--- src/rtl/riscv_pkg.sv ---
// Shared RV32I pipeline definitions: fetch constants, fetch FSM encoding and
// the IF/ID pipeline register layout consumed by the decode stage.
package riscv_pkg;

  localparam int unsigned XLEN = 32;

  localparam logic [XLEN-1:0] NOP_INSTR = 32'h0000_0013;
  localparam logic [XLEN-1:0] RESET_PC  = 32'h0000_0000;

  typedef enum logic {
    BOOT = 1'b0,
    RUN  = 1'b1
  } fetch_state_e;

  typedef struct packed {
    logic [XLEN-1:0] pc;
    logic [XLEN-1:0] pc4;
    logic [XLEN-1:0] instr;
    logic            valid;
  } if_id_t;

  // A bubble keeps the PC fields of the entry it replaces; only valid and
  // instr carry meaning for an invalid slot.
  function automatic if_id_t make_bubble(input if_id_t cur);
    if_id_t b;
    b       = cur;
    b.instr = NOP_INSTR;
    b.valid = 1'b0;
    return b;
  endfunction

endpackage

--- src/rtl/if_stage_pc_reg.sv ---
// Program counter with next-PC selection and a one-cycle misaligned-redirect
// flag. Only advances while the fetch stage is running.
module pc_reg
  import riscv_pkg::*;
#(
  parameter int unsigned     ADDR_WIDTH = 32,
  parameter logic [ADDR_WIDTH-1:0] RESET_PC = riscv_pkg::RESET_PC
) (
  input  logic                  clk,
  input  logic                  rst_n,
  input  logic                  run_i,
  input  logic                  stall_i,
  input  logic                  flush_i,
  input  logic                  redirect_valid_i,
  input  logic [ADDR_WIDTH-1:0] redirect_pc_i,
  output logic [ADDR_WIDTH-1:0] pc_o,
  output logic [ADDR_WIDTH-1:0] pc4_o,
  output logic                  misalign_o
);

  logic [ADDR_WIDTH-1:0] pc_q, pc_d;
  logic [ADDR_WIDTH-1:0] pc_plus4;
  logic [ADDR_WIDTH-1:0] target_aligned;
  logic                  misalign_q, misalign_d;

  // Wraps silently at the top of the address space.
  assign pc_plus4       = pc_q + ADDR_WIDTH'(4);
  assign target_aligned = {redirect_pc_i[ADDR_WIDTH-1:2], 2'b00};

  // NOTE: every signal assigned here gets a default first, so no path can
  // leave it unassigned and infer a latch.
  always_comb begin
    pc_d       = pc_q;
    misalign_d = 1'b0;
    if (run_i) begin
      if (redirect_valid_i) begin
        pc_d       = target_aligned;
        misalign_d = |redirect_pc_i[1:0];
      end else if (!stall_i) begin
        // A flush without stall still advances; with stall it holds.
        pc_d = pc_plus4;
      end
    end
  end

  // NOTE: state registers use non-blocking assignments so every flop samples
  // its inputs from before the edge, independent of statement order.
  always_ff @(posedge clk or negedge rst_n) begin
    if (!rst_n) begin
      pc_q       <= RESET_PC;
      misalign_q <= 1'b0;
    end else begin
      pc_q       <= pc_d;
      misalign_q <= misalign_d;
    end
  end

  assign pc_o       = pc_q;
  assign pc4_o      = pc_plus4;
  assign misalign_o = misalign_q;

endmodule

--- src/rtl/if_stage.sv ---
// Instruction-fetch stage: boot-wait FSM, IF/ID capture register and the
// accepted-instruction counter around the pc_reg program counter.
module if_stage
  import riscv_pkg::*;
#(
  parameter int unsigned           ADDR_WIDTH = 32,
  parameter logic [ADDR_WIDTH-1:0] RESET_PC   = riscv_pkg::RESET_PC,
  parameter logic [ADDR_WIDTH-1:0] NOP_INSTR  = riscv_pkg::NOP_INSTR
) (
  input  logic                  clk,
  input  logic                  rst_n,
  output logic [ADDR_WIDTH-1:0] imem_addr_o,
  input  logic [ADDR_WIDTH-1:0] imem_data_i,
  input  logic                  stall_i,
  input  logic                  flush_i,
  input  logic                  redirect_valid_i,
  input  logic [ADDR_WIDTH-1:0] redirect_pc_i,
  output logic [ADDR_WIDTH-1:0] if_id_pc_o,
  output logic [ADDR_WIDTH-1:0] if_id_pc4_o,
  output logic [ADDR_WIDTH-1:0] if_id_instr_o,
  output logic                  if_id_valid_o,
  output logic                  misalign_o,
  output logic [31:0]           fetch_cnt_o
);

  localparam logic [0:0] S_BOOT = 1'(BOOT);
  localparam logic [0:0] S_RUN  = 1'(RUN);

  logic [0:0]            state_q, state_d;
  if_id_t                if_id_q, if_id_d;
  logic [31:0]           fetch_cnt_q, fetch_cnt_d;
  logic [ADDR_WIDTH-1:0] pc;
  logic [ADDR_WIDTH-1:0] pc4;
  logic                  run;

  assign run = (state_q == S_RUN);

  pc_reg #(
    .ADDR_WIDTH (ADDR_WIDTH),
    .RESET_PC   (RESET_PC)
  ) u_pc_reg (
    .clk              (clk),
    .rst_n            (rst_n),
    .run_i            (run),
    .stall_i          (stall_i),
    .flush_i          (flush_i),
    .redirect_valid_i (redirect_valid_i),
    .redirect_pc_i    (redirect_pc_i),
    .pc_o             (pc),
    .pc4_o            (pc4),
    .misalign_o       (misalign_o)
  );

  // BOOT lasts exactly one cycle: memory output is only valid after its
  // first clock edge, so that cycle always loads a bubble.
  always_comb begin
    state_d     = S_RUN;
    if_id_d     = if_id_q;
    fetch_cnt_d = fetch_cnt_q;
    if (!run || redirect_valid_i || flush_i) begin
      if_id_d = make_bubble(if_id_q);
    end else if (!stall_i) begin
      if_id_d.pc    = pc;
      if_id_d.pc4   = pc4;
      if_id_d.instr = imem_data_i;
      if_id_d.valid = 1'b1;
      fetch_cnt_d   = fetch_cnt_q + 32'd1;
    end
  end

  always_ff @(posedge clk or negedge rst_n) begin
    if (!rst_n) begin
      state_q     <= S_BOOT;
      if_id_q     <= '{pc: '0, pc4: '0, instr: NOP_INSTR, valid: 1'b0};
      fetch_cnt_q <= '0;
    end else begin
      state_q     <= state_d;
      if_id_q     <= if_id_d;
      fetch_cnt_q <= fetch_cnt_d;
    end
  end

  assign imem_addr_o   = pc;
  assign if_id_pc_o    = if_id_q.pc;
  assign if_id_pc4_o   = if_id_q.pc4;
  assign if_id_instr_o = if_id_q.instr;
  assign if_id_valid_o = if_id_q.valid;
  assign fetch_cnt_o   = fetch_cnt_q;

endmodule

--- config.mk ---
export PLATFORM = sky130hd
export DESIGN_NAME = if_stage
export DESIGN_NICKNAME = d
export VERILOG_FILES = /design/src/rtl/riscv_pkg.sv /design/src/rtl/if_stage_pc_reg.sv /design/src/rtl/if_stage.sv
export SDC_FILE = /design/constraint.sdc
export NUM_CORES = 1
export LEC_CHECK = 0
export ABC_AREA = 1
export CORE_ASPECT_RATIO = 0.8
export CORE_MARGIN = 5
export CORE_UTILIZATION = 39
export CTS_CLUSTER_SIZE = 16
export DETAILED_ROUTE_END_ITERATION = 8
export PLACE_DENSITY = 0.73
export RECOVER_POWER = 100
export SYNTH_ARGS = -nofsm -noshare
export SYNTH_HDL_FRONTEND = slang
export SYNTH_HIERARCHICAL = 1
export SYNTH_SLANG_ARGS = --single-unit
--- constraint.sdc ---
create_clock -name clk -period 2.1 [get_ports clk]
set_clock_uncertainty 0.15 [all_clocks]
set_input_delay 0.63 -clock clk [delete_from_list [all_inputs] [get_ports clk]]
set_output_delay 0.63 -clock clk [all_outputs]
set_load 0.02 [all_outputs]
# Word-level counts from Yosys, hierarchy flattened
# Cells that the tools add are included.
[word_totals]
reg_bits = 163
latch_bits = 0
ramBits = 0
mem_bits_ro = 0
in_bits = 69
out_inout_bits = 162
elab_cells = 26
n_memories = 0
[op_classes]
add_sub_neg = 2
mul = 0
n_div = 0
order_cmp = 0
n_eq_ne = 2
n_shift = 0
mux = 6
n_bitwise = 2
reduce_logical = 6
[ops]
columns = ["cell", "n"]
rows = [
  ["33-bit 2-to-1 mux", 2],
  ["32-bit 2-to-1 mux", 2],
  ["32-bit by 1-bit adder with 32-bit output, second input constant", 1],
  ["32-bit by 3-bit adder with 32-bit output, second input constant", 1],
  ["2-bit by 1-bit inequality test with 1-bit output, second input constant", 2],
  ["2-bit AND reduction", 2],
  ["1-bit logical OR", 2],
  ["1-bit 2-to-1 mux", 2],
  ["1-bit inverter", 2],
  ["2-bit OR reduction", 1],
  ["1-bit logical NOT", 1],
]

# Logic depth before layout (Yosys ltp)
# Gate-level depths: netlist of run 1.
[logic_depth]
depth_word = 5
mapped_depth = 10
mapped_depth_nobuf = 10

# Hierarchy
# Netlist of run 1, hierarchy kept.
[by_module_without_submodules]
columns = ["module", "n_inst", "cells_each", "area_each_um2", "seq_area_each_um2"]
rows = [
  ["if_stage", 1, 597, 5469.0, 3256.9],
  ["pc_reg", 1, 404, 2484.9, 775.7],
]

# Worst setup path after synthesis of run 1
# No wires, ideal clock.
[synth_path]
path_kind = "flip-flop to flip-flop"
start = "reg u_pc_reg.pc_q[3] (netlist: u_pc_reg/pc_o[3])"
end = "reg u_pc_reg.pc_q[30] (netlist: u_pc_reg/pc_o[30])"
setup_ns = 0.117
arrival_time_ns = 1.478
required_ns = 1.833
path_slack_ns = 0.356
stages_incl_launch_ff = 11
n_path_buf = 0
period_less_slack_ns = 1.744
cell_sequence = "dfrtp_1 -> ha_1 -> nand2_2 -> nor2_4 -> nand2_2 -> nor2_2 -> nand2_1 -> nand2_1 -> nand3_1 -> nand2_1 -> nand2_1"
[synth_between]
elab_chain_len = 3
[synth_rtl]
columns = ["element", "line", "rtl"]
rows = [
  ["from (decl)", "if_stage_pc_reg.sv:21", "logic [ADDR_WIDTH-1:0] pc_q, pc_d;"],
  ["from (signal assigned)", "if_stage_pc_reg.sv:53", "pc_q <= pc_d;"],
  ["32-bit by 3-bit adder with 32-bit output", "if_stage_pc_reg.sv:27", "assign pc_plus4 = pc_q + ADDR_WIDTH'(4);"],
  ["32-bit 2-to-1 mux", "if_stage_pc_reg.sv:39", "end else if (!stall_i) begin"],
  ["32-bit 2-to-1 mux", "if_stage_pc_reg.sv:36", "if (redirect_valid_i) begin"],
]
# No other way between the ends. The select of a mux whose other input is x is not followed.
# A chain may end at the register's enable or synchronous reset.

# Worst setup path after layout of run 1
[layout_path]
start = "reg if_id_q, in the netlist if_id_instr_o[0]"
end = "out if_id_instr_o[0]"
[layout_lines]
columns = ["element", "line", "rtl"]
rows = [
  ["from (decl)", "if_stage.sv:30", "if_id_t if_id_q, if_id_d;"],
  ["from (signal assigned)", "if_stage.sv:74", "if_id_q <= '{pc: '0, pc4: '0, instr: NOP_INSTR, valid: 1'b0};"],
  ["from (signal assigned)", "if_stage.sv:78", "if_id_q <= if_id_d;"],
  ["to (decl)", "if_stage.sv:20", "output logic [ADDR_WIDTH-1:0] if_id_instr_o,"],
]
# No word-level cell between the ends.

==> flow_metrics.tcl, run 1 <==
set metrics [dict create \
    whs_endpoint "if_id_pc4_o[2]" \
    maxCapViolations 0 \
    post-place-ws_ns -0.210 \
    reg2regPathDepth 10 \
    syn2layout_area_growth_pct 42.9 \
    die_width_um 170 \
    cts_tree "built" \
    grt_pass1_wl_mm 38.7 \
    drive_above_1_share_pct 10.3 \
    antenna_cells 0 \
    seq_area_um2 4030 \
    synthAdderAreaFrac_pct 0.315 \
    setup_violations 0 \
    hold_viol_final 0 \
    ys_ff_latch 161 \
    min_path_cells 2 \
    ir_worst_vdd_mv 0.489 \
    wl_per_cell_um 15.4 \
    fill_cells 1870 \
    ys_seq_area_share_pct 50.7 \
    synthSimpleGateAreaFrac_pct 33.1 \
    critPathMaxStageDelay_ns 0.54 \
    synth-compound-area-share_pct 6.76 \
    dp_hpwl_mm 18.4 \
    cts_buffers 17 \
    cts_setup_buffers 0 \
    die_area_um2 23400 \
    drc_errors 0 \
    crit_slowest_cell "dfstp_2" \
    synth_xor_area_share_pct 2.86 \
    gp_congestion 0.959 \
    r2r_start "u_pc_reg/pc_o[3]" \
    cts_root_buf "clkbuf_16" \
    synth_most_common_cell "nand2_1" \
    netlist_area_um2 7950 \
    rsz0062_at_grt "no" \
    initial_core_util_pct 39.9 \
    fp.coreArea_um2 19900 \
    multi_input_area_um2 3420 \
    synth_top_area_cell "dfrtp_1" \
    io_buffers 228 \
    powerDensity_nw_per_um2 838 \
    synth_top_family_by_area "simple AND/OR/NAND/NOR gates" \
    leakagePower_nw 6.07 \
    cp_max_fo 2 \
    avgSynthCellArea_um2 7.95 \
    cts_buffer_depth 2 \
    clk_pin_slew_ns 0.07 \
    synthTopCellsByCount "nand2_1 (414), dfrtp_1 (158), nor2_1 (103), inv_1 (77), nand3_1 (41)" \
    synth-edff-count 0 \
    synth_cell_types 40 \
    drtAntennaViolNets 0 \
    grt_max_degree 41 \
    antenna_found_initial 0 \
    end_kind "primary output" \
    grt.total_usage_pct 20.8 \
    hold_ws_ns 0.325 \
    slew_violations 0 \
    crit_type "register to primary output" \
    tightest_slew_ns 0.674 \
    final_nets 1362 \
    yosys_warnings 6 \
    die_h_um 138 \
    totalWireLength_mm 24.2 \
    clk_latency_ns 0.42 \
    detail_route.iter0.violations 592 \
    rrSetupSlack_ns 0.16 \
    power.total_mw 9.52 \
    grt_pass1_vias 7402 \
    reg2reg_to "u_pc_reg/pc_o[22]" \
    ys_top_cells_by_area "dfrtp_1 (50%), nand2_1 (20%), nor2_1 (4.9%), inv_1 (3.6%), a22o_1 (3.2%)" \
    ioPinCount 231 \
    tns_ns 0 \
    overflow 0 \
    max_freq_mhz 486 \
    rows 46 \
    critPathArrivalTime_ns 1.28 \
    syn_inst 1001 \
    crit_chain "clkdlybuf4s15_1" \
    cp.required_ns 1.32 \
    crit_family "flip-flops" \
    cts_sinks 161 \
    hold_start "if_id_pc4_o[2]" \
    synthFlopType "dfrtp_1" \
    synth.top_cell.area_share_pct 49.7 \
    crit_buf_inv 1 \
    avgViaCountPerCell 4.81 \
    firstDrtPassIters 5 \
    fin_crit_ns 2.06 \
    maxSlewHeadroom_pct 55.1 \
    status "finished, final reports clean" \
    start_kind "register" \
    synth-async-reset-ratio_pct 100 \
    setup_slack_ns 0.0419 \
    cts_max_level 4 \
    hp-class "register to register" \
    synth_mux_area_share_pct 0 \
    min_period_over_period_pct 98.0 \
    fin_util_pct 57.1 \
    vias 7537 \
]
-- timing repair --
item / CTS / global route
gates resized for setup: 161 / 6
hold buffers: 1 / 0
hold endpoints to repair: 30 / 0
endpoints found under the setup margin: 160 / 4
-- final cells by class --
type	instances	share of cell area [%]
flip-flops and latches	161	35.5
multi-input cells	726	30.1
repair buffers	304	23.6
clock buffers	17	3.74
well taps	264	2.91
inverters	81	2.69
clock inverters	15	1.49
-- sequential cells by signal (all words and copies together) (netlist names) --
name	flops
run	1
fetch_cnt_o	32
u_pc_reg/misalign_o	1
if_id_valid_o	1
if_id_pc_o	32
if_id_instr_o	32
u_pc_reg/pc_o	30
if_id_pc4_o	32
-- worst max-delay path by stage --
stage	start	to	cells after the start
3_3_place_gp	redirect_valid_i	u_pc_reg/pc_o[30]	8
4_1_cts	if_id_instr_o[4]	if_id_instr_o[4]	1
5_1_grt	fetch_cnt_o[11]	fetch_cnt_o[11]	1
2_1_floorplan	u_pc_reg/pc_o[3]	u_pc_reg/pc_o[30]	10
6_report	if_id_instr_o[0]	if_id_instr_o[0]	1
3_5_place_dp	redirect_valid_i	fetch_cnt_o[10]	8
-- per-stage QoR --
| step | instance area [um2] | instances |
|---|---|---|
| floorplan | 7970 | 1004 |
| global placement | 11100 | 1535 |
| detailed placement | 11100 | 1535 |
| CTS | 11500 | 1568 |
| global route | 11400 | 1568 |
| finish | 11400 | 1568 |
-- kinds of logic (layout without fill, tap and decap cells) --
family	count (synthesis)	in the layout
flops	161	161
buf+inv	117	417
other cells	2	5
compound gates	79	79
fa+ha+maj	2	2
simple gates	614	614
xor+xnor	26	26
-- per-layer routing --
metal  GRT usage (%)  share of wire, %  vias up
met5               0                 0        -
met4            5.27               1.1        0
met3            4.65               7.5       17
met2            33.0                45      284
met1            28.9                46     3526
li1                -                 -     3710
-- report_power, final --
part | switching, mW | internal, mW | total [mW]
clock network | 1.45 | 1.70 | 3.15
registers | 0.298 | 3.53 | 3.83
logic | 1.57 | 0.977 | 2.55
-- placed cells by master, fill, tap and decap left out, drive strengths merged --
cell type / instances
nor3: 6
o22a: 3
bufinv: 1
o22ai: 5
nand3: 43
inv: 88
nand2: 425
o211a: 1
dlygate4sd2: 156
dfstp: 3
xor2: 13
clkdlybuf4s15: 2
nor2: 123
a21oi: 20
conb: 5
dlygate4sd3: 2
nand4: 10
clkdlybuf4s50: 66
clkinv: 3
dfrtp: 158
ha: 2
buf: 53
clkbuf: 42
nand3b: 4
a31oi: 1
o21bai: 1
and2: 3
o21ai: 19
clkinvlp: 4
a22o: 29
xnor2: 13
Note: power is estimated with default switching activity, not from simulation.
==> inputs of run 2 (changes only) <==
CORE_UTILIZATION = 41   (was 39)
PLACE_DENSITY = 0.76   (was 0.73)
==> run 2 against run 1 <==
Setup slack got worse by 0.013 ns. Utilization increased by 2.4 points. Flip-flop and latch count unchanged. Register-to-register slack improved by 0.02 ns. Largest power group unchanged. Highest routed layer is now met5.
==> flow_metrics.tcl, run 2 (synthesis results as in run 1) <==
set metrics [dict create \
    status "finished, final reports clean" \
    startpoint "if_id_instr_o[4]" \
    cts_root_buf "clkbuf_16" \
    syn2layout_area_growth_pct 42.3 \
    rows 45 \
    cts_tree "built" \
    end_kind "primary output" \
    start_kind "register" \
    r2r_start "u_pc_reg/pc_o[3]" \
    power.total_mw 9.65 \
    rrSetupSlack_ns 0.18 \
    cp_max_fo 2 \
    powerDensity_nw_per_um2 852 \
    critPathArrivalTime_ns 1.29 \
    fp.coreArea_um2 19000 \
    max_freq_mhz 483 \
    antenna_cells 0 \
    die_area_um2 22300 \
    clk_pin_slew_ns 0.06 \
    rsz0062_at_grt "no" \
    fin_crit_ns 2.07 \
    die_h_um 135 \
    power_frac_seq_pct 39.7 \
    reg2regPathDepth 10 \
    clk_latency_ns 0.43 \
    grt_use_met2_pct 36.0 \
    crit_slowest_cell "dfstp_2" \
    setup_slack_ns 0.0287 \
    setup_violations 0 \
    io_buffers 228 \
    leakagePower_nw 6.06 \
    maxCapViolations 0 \
    ir_worst_vdd_mv 0.538 \
    grt.total_usage_pct 22.2 \
    layout_commonest_cell "nand2_1" \
    drc_errors 0 \
    final_nets 1347 \
    drtAntennaViolNets 0 \
    power_frac_clock_pct 33.8 \
    swShare_pct 32.5 \
    cts_buffer_depth 2 \
    dp.cells 1515 \
    detail_route.iter0.violations 477 \
    avgViaCountPerCell 4.84 \
    grtUsageMet3_pct 6.12 \
    slew_violations 0 \
    pwr-share-comb_pct 26.5 \
    tightest_slew_ns 1.35 \
    fill_cells 1780 \
    crit_buf_inv 1 \
    firstDrtPassIters 6 \
    critPathMaxStageDelay_ns 0.53 \
    drive_above_1_share_pct 9.71 \
    reg2reg_to "u_pc_reg/pc_o[22]" \
    grt_pass1_vias 7572 \
    busiest_layer "met2" \
    gp_congestion 0.974 \
    totalWireLength_mm 24.6 \
    maxSlewHeadroom_pct 9.83 \
    p_sw_mw 3.13 \
    grt_max_degree 76 \
    crit_chain "dlygate4sd2_1" \
    crit_type "register to primary output" \
    die_width_um 166 \
    antenna_found_initial 1 \
    crit_family "flip-flops" \
    ioPinCount 231 \
    cts_max_level 4 \
    min_period_over_period_pct 98.6 \
    p_int_mw 6.51 \
    tns_ns 0 \
    cts_sinks 161 \
    final_cell_mix "nand2_1 (416), dlygate4sd2_1 (160), dfrtp_1 (158)" \
    cts_buffers 17 \
    grt_pass1_wl_mm 40.0 \
    overflow 0 \
    fin_cells 1545 \
    initial_core_util_pct 41.8 \
    post-place-ws_ns -0.308 \
    hp-class "primary input to asynchronous set/reset pin" \
    wl_per_cell_um 15.9 \
    met1_usage_pct 29.3 \
    cp.required_ns 1.32 \
    vias 7477 \
    hold_viol_final 0 \
    dp_hpwl_mm 18.6 \
]
-- run 2: cell types whose count changed in the layout (fill, tap and decap cells not counted), sizes merged --
cell,previous run,this run
clkbuf,42,31
inv,88,79
dlygate4sd2,156,160
bufinv,1,4
buf,53,51
clkdlybuf4s15,2,0
clkinv,3,5
dlygate4sd3,2,0
clkdlybuf4s50,66,67
clkinvlp,4,3
-- run 2: layout make-up --
cell class	instances	area [um2]	area share, %
flip-flops and latches	161	4030	35.6
multi-input cells	726	3420	30.2
repair buffers	289	2630	23.2
clock buffers	20	447	3.95
well taps	258	323	2.85
inverters	81	305	2.70
clock inverters	10	161	1.43
-- run 2: power by group through the flow --
stage | sequential, mW | combinational [mW] | clock [mW]
global route | 3.89 | 2.79 | 3.44
floorplan | 4.45 | 0.754 | 0
detailed placement | 3.89 | 2.89 | 0
global placement | 3.89 | 2.86 | 0
finish | 3.83 | 2.56 | 3.26
CTS | 3.83 | 2.61 | 3.32
-- run 2: worst max path at each step --
| stage | end | slack [ns] | cells after the start |
|---|---|---|---|
| finish | if_id_instr_o[4] | 0.03 | 1 |
| global route | u_pc_reg/pc_o[22] | 0.003 | 10 |
| CTS | if_id_instr_o[4] | 0.01 | 1 |
| detailed placement | fetch_cnt_o[21] | -0.31 | 7 |
| global placement | fetch_cnt_o[10] | -0.26 | 8 |
| floorplan | u_pc_reg/pc_o[30] | 0.36 | 10 |
-- run 2: routing by layer --
metal | vias up | part of all wire, %
li1 | 3670 | -
met1 | 3506 | 45
met2 | 267 | 46
met3 | 32 | 7.2
met4 | 2 | 1.9
met5 | - | 0.028
-- run 2: stage by stage --
stage	util [%]	area, um2	hold WS (ns)
after floorplan	-	7970	0.184
after global placement	57.9	11000	0.312
after detailed placement	57.9	11000	0.314
after CTS	60.0	11400	0.0413
after global routing	59.5	11300	0.356
final	59.5	11300	0.311
-- run 2: timing repair --
item	4_1_cts	5_1_grt
buffers inserted	0	0
resized for setup	160	0
hold buffers	0	0
endpoints found under the hold margin	0	0
setup endpoints to repair	160	0
==> inputs of run 3 (changes only) <==
clock period = 2.46 ns   (was 2.1 ns; I/O delays follow)
==> run 3 against run 2 <==
First-iteration DRC count rose by 29%. Global-route usage fell by 0.69 points. Routed wire length fell by 2.3%. Flip-flop and latch count did not move. Critical endpoint is now fetch_cnt_o[19]. Largest power group unchanged.
==> flow_metrics.tcl, run 3 (synthesis results as in run 1) <==
set metrics [dict create \
    crit_buf_inv 1 \
    rows 45 \
    end_kind "primary output" \
    tns_ns 0 \
    gp_congestion 0.947 \
    grt_use_met2_pct 34.0 \
    hold_start "if_id_pc4_o[18]" \
    cts_buffers 17 \
    busiest_layer "met2" \
    hold_viol_final 0 \
    slew_violations 0 \
    antenna_found_initial 3 \
    ctsHoldBuffers 0 \
    cts_setup_buffers 0 \
    drive_above_1_share_pct 8.56 \
    hp-class "register to register" \
    cts_sinks 161 \
    reg2reg_to "u_pc_reg/pc_o[30]" \
    setup_violations 0 \
    totalWireLength_mm 24.1 \
    maxSlewHeadroom_pct 12.2 \
    drtAntennaViolNets 0 \
    reg2regPathDepth 10 \
    tightest_slew_ns 1.32 \
    cts_root_buf "clkbuf_16" \
    cts_tree "built" \
    cp_max_fo 5 \
    grtUsageMet3_pct 6.91 \
    overflow 0 \
    max_freq_mhz 414 \
    crit_chain "clkdlybuf4s50_1" \
    final_nets 1332 \
    maxCapViolations 0 \
    die_width_um 166 \
    rrSetupSlack_ns 0.59 \
    critPathMaxStageDelay_ns 0.65 \
    crit_family "buffers and inverters" \
    powerDensity_nw_per_um2 725 \
    syn2layout_area_growth_pct 42.4 \
    dp_hpwl_mm 18.3 \
    detail_route.iter0.violations 613 \
    crit_slowest_cell "clkdlybuf4s50_1" \
    fin_crit_ns 2.42 \
    grt_max_degree 50 \
    critPathArrivalTime_ns 1.53 \
    cp.required_ns 1.57 \
    ir_worst_vdd_mv 0.383 \
    post-place-ws_ns -0.0159 \
    grt.total_usage_pct 21.5 \
    fp.coreArea_um2 19000 \
    r2r_start "u_pc_reg/pc_o[3]" \
    setup_slack_ns 0.0423 \
    wl_per_cell_um 15.7 \
    ioPinCount 231 \
    met1_usage_pct 29.1 \
    layout_commonest_cell "nand2_1" \
    cts_max_level 4 \
    start_kind "register" \
    die_area_um2 22300 \
    crit_type "register to primary output" \
    min_period_over_period_pct 98.3 \
    clk_pin_slew_ns 0.06 \
    grt_pass1_vias 7303 \
    drc_errors 0 \
    die_h_um 135 \
    status "finished, final reports clean" \
    grt_pass1_wl_mm 38.8 \
    startpoint "fetch_cnt_o[19]" \
    avgViaCountPerCell 4.87 \
    min_path_cells 2 \
    vias 7472 \
    final_cell_mix "nand2_1 (416), dfrtp_1 (158), clkdlybuf4s50_1 (105)" \
    rsz0062_at_grt "no" \
    io_buffers 228 \
    cts_buffer_depth 2 \
    initial_core_util_pct 41.8 \
    firstDrtPassIters 5 \
    whs_endpoint "if_id_pc4_o[18]" \
    leakagePower_nw 5.66 \
    clk_latency_ns 0.42 \
]
[run 3: what timing repair did]
action / in CTS / in global routing
setup endpoints to repair: 14 / 11
resized for setup: 14 / 11
endpoints found under the hold margin: 0 / 0
[run 3: through the flow]
stage,instance area (um2),power [mW],hold slack (ns),std cells,utilization [%]
6_report,11300,8.21,0.322,1535,59.5
3_3_place_gp,10900,5.70,0.312,1500,57.2
4_1_cts,11500,8.44,0.111,1532,60.2
2_1_floorplan,7970,4.44,0.292,1004,-
3_5_place_dp,10900,5.73,0.314,1500,57.2
5_1_grt,11300,8.63,0.348,1534,59.5
[run 3: routing by layer]
metal	part of all wire, %	wire (um)
met3	8.1	1960
met2	46	11100
met4	1.6	395
met5	0.046	11
met1	44	10700
[run 3: worst max-delay path by stage]
stage | end | slack, ns | cells past startpoint
floorplan | u_pc_reg/pc_o[17] | 0.68 | 6
global placement | if_id_pc_o[26] | 0.04 | 8
detailed placement | u_pc_reg/pc_o[9] | -0.02 | 7
CTS | fetch_cnt_o[23] | 0.007 | 1
global route | fetch_cnt_o[24] | 0.003 | 1
finish | fetch_cnt_o[19] | 0.04 | 1
[run 3: area by class of cell]
cell class	instances	area (um2)
antenna	3	7.51
clock buffer	17	425
clock inverter	15	176
fill	1755	7710
inverter	81	305
multi-input combinational	726	3420
sequential	161	4030
tap	258	323
timing repair buffer	274	2640
[run 3: where the power goes]
part           internal [mW]  total [mW]  leakage, nW  switching, mW
logic                  0.918        2.21         3.31           1.29
clock network           1.53        2.69        0.279           1.17
registers               3.01        3.32         2.07          0.302
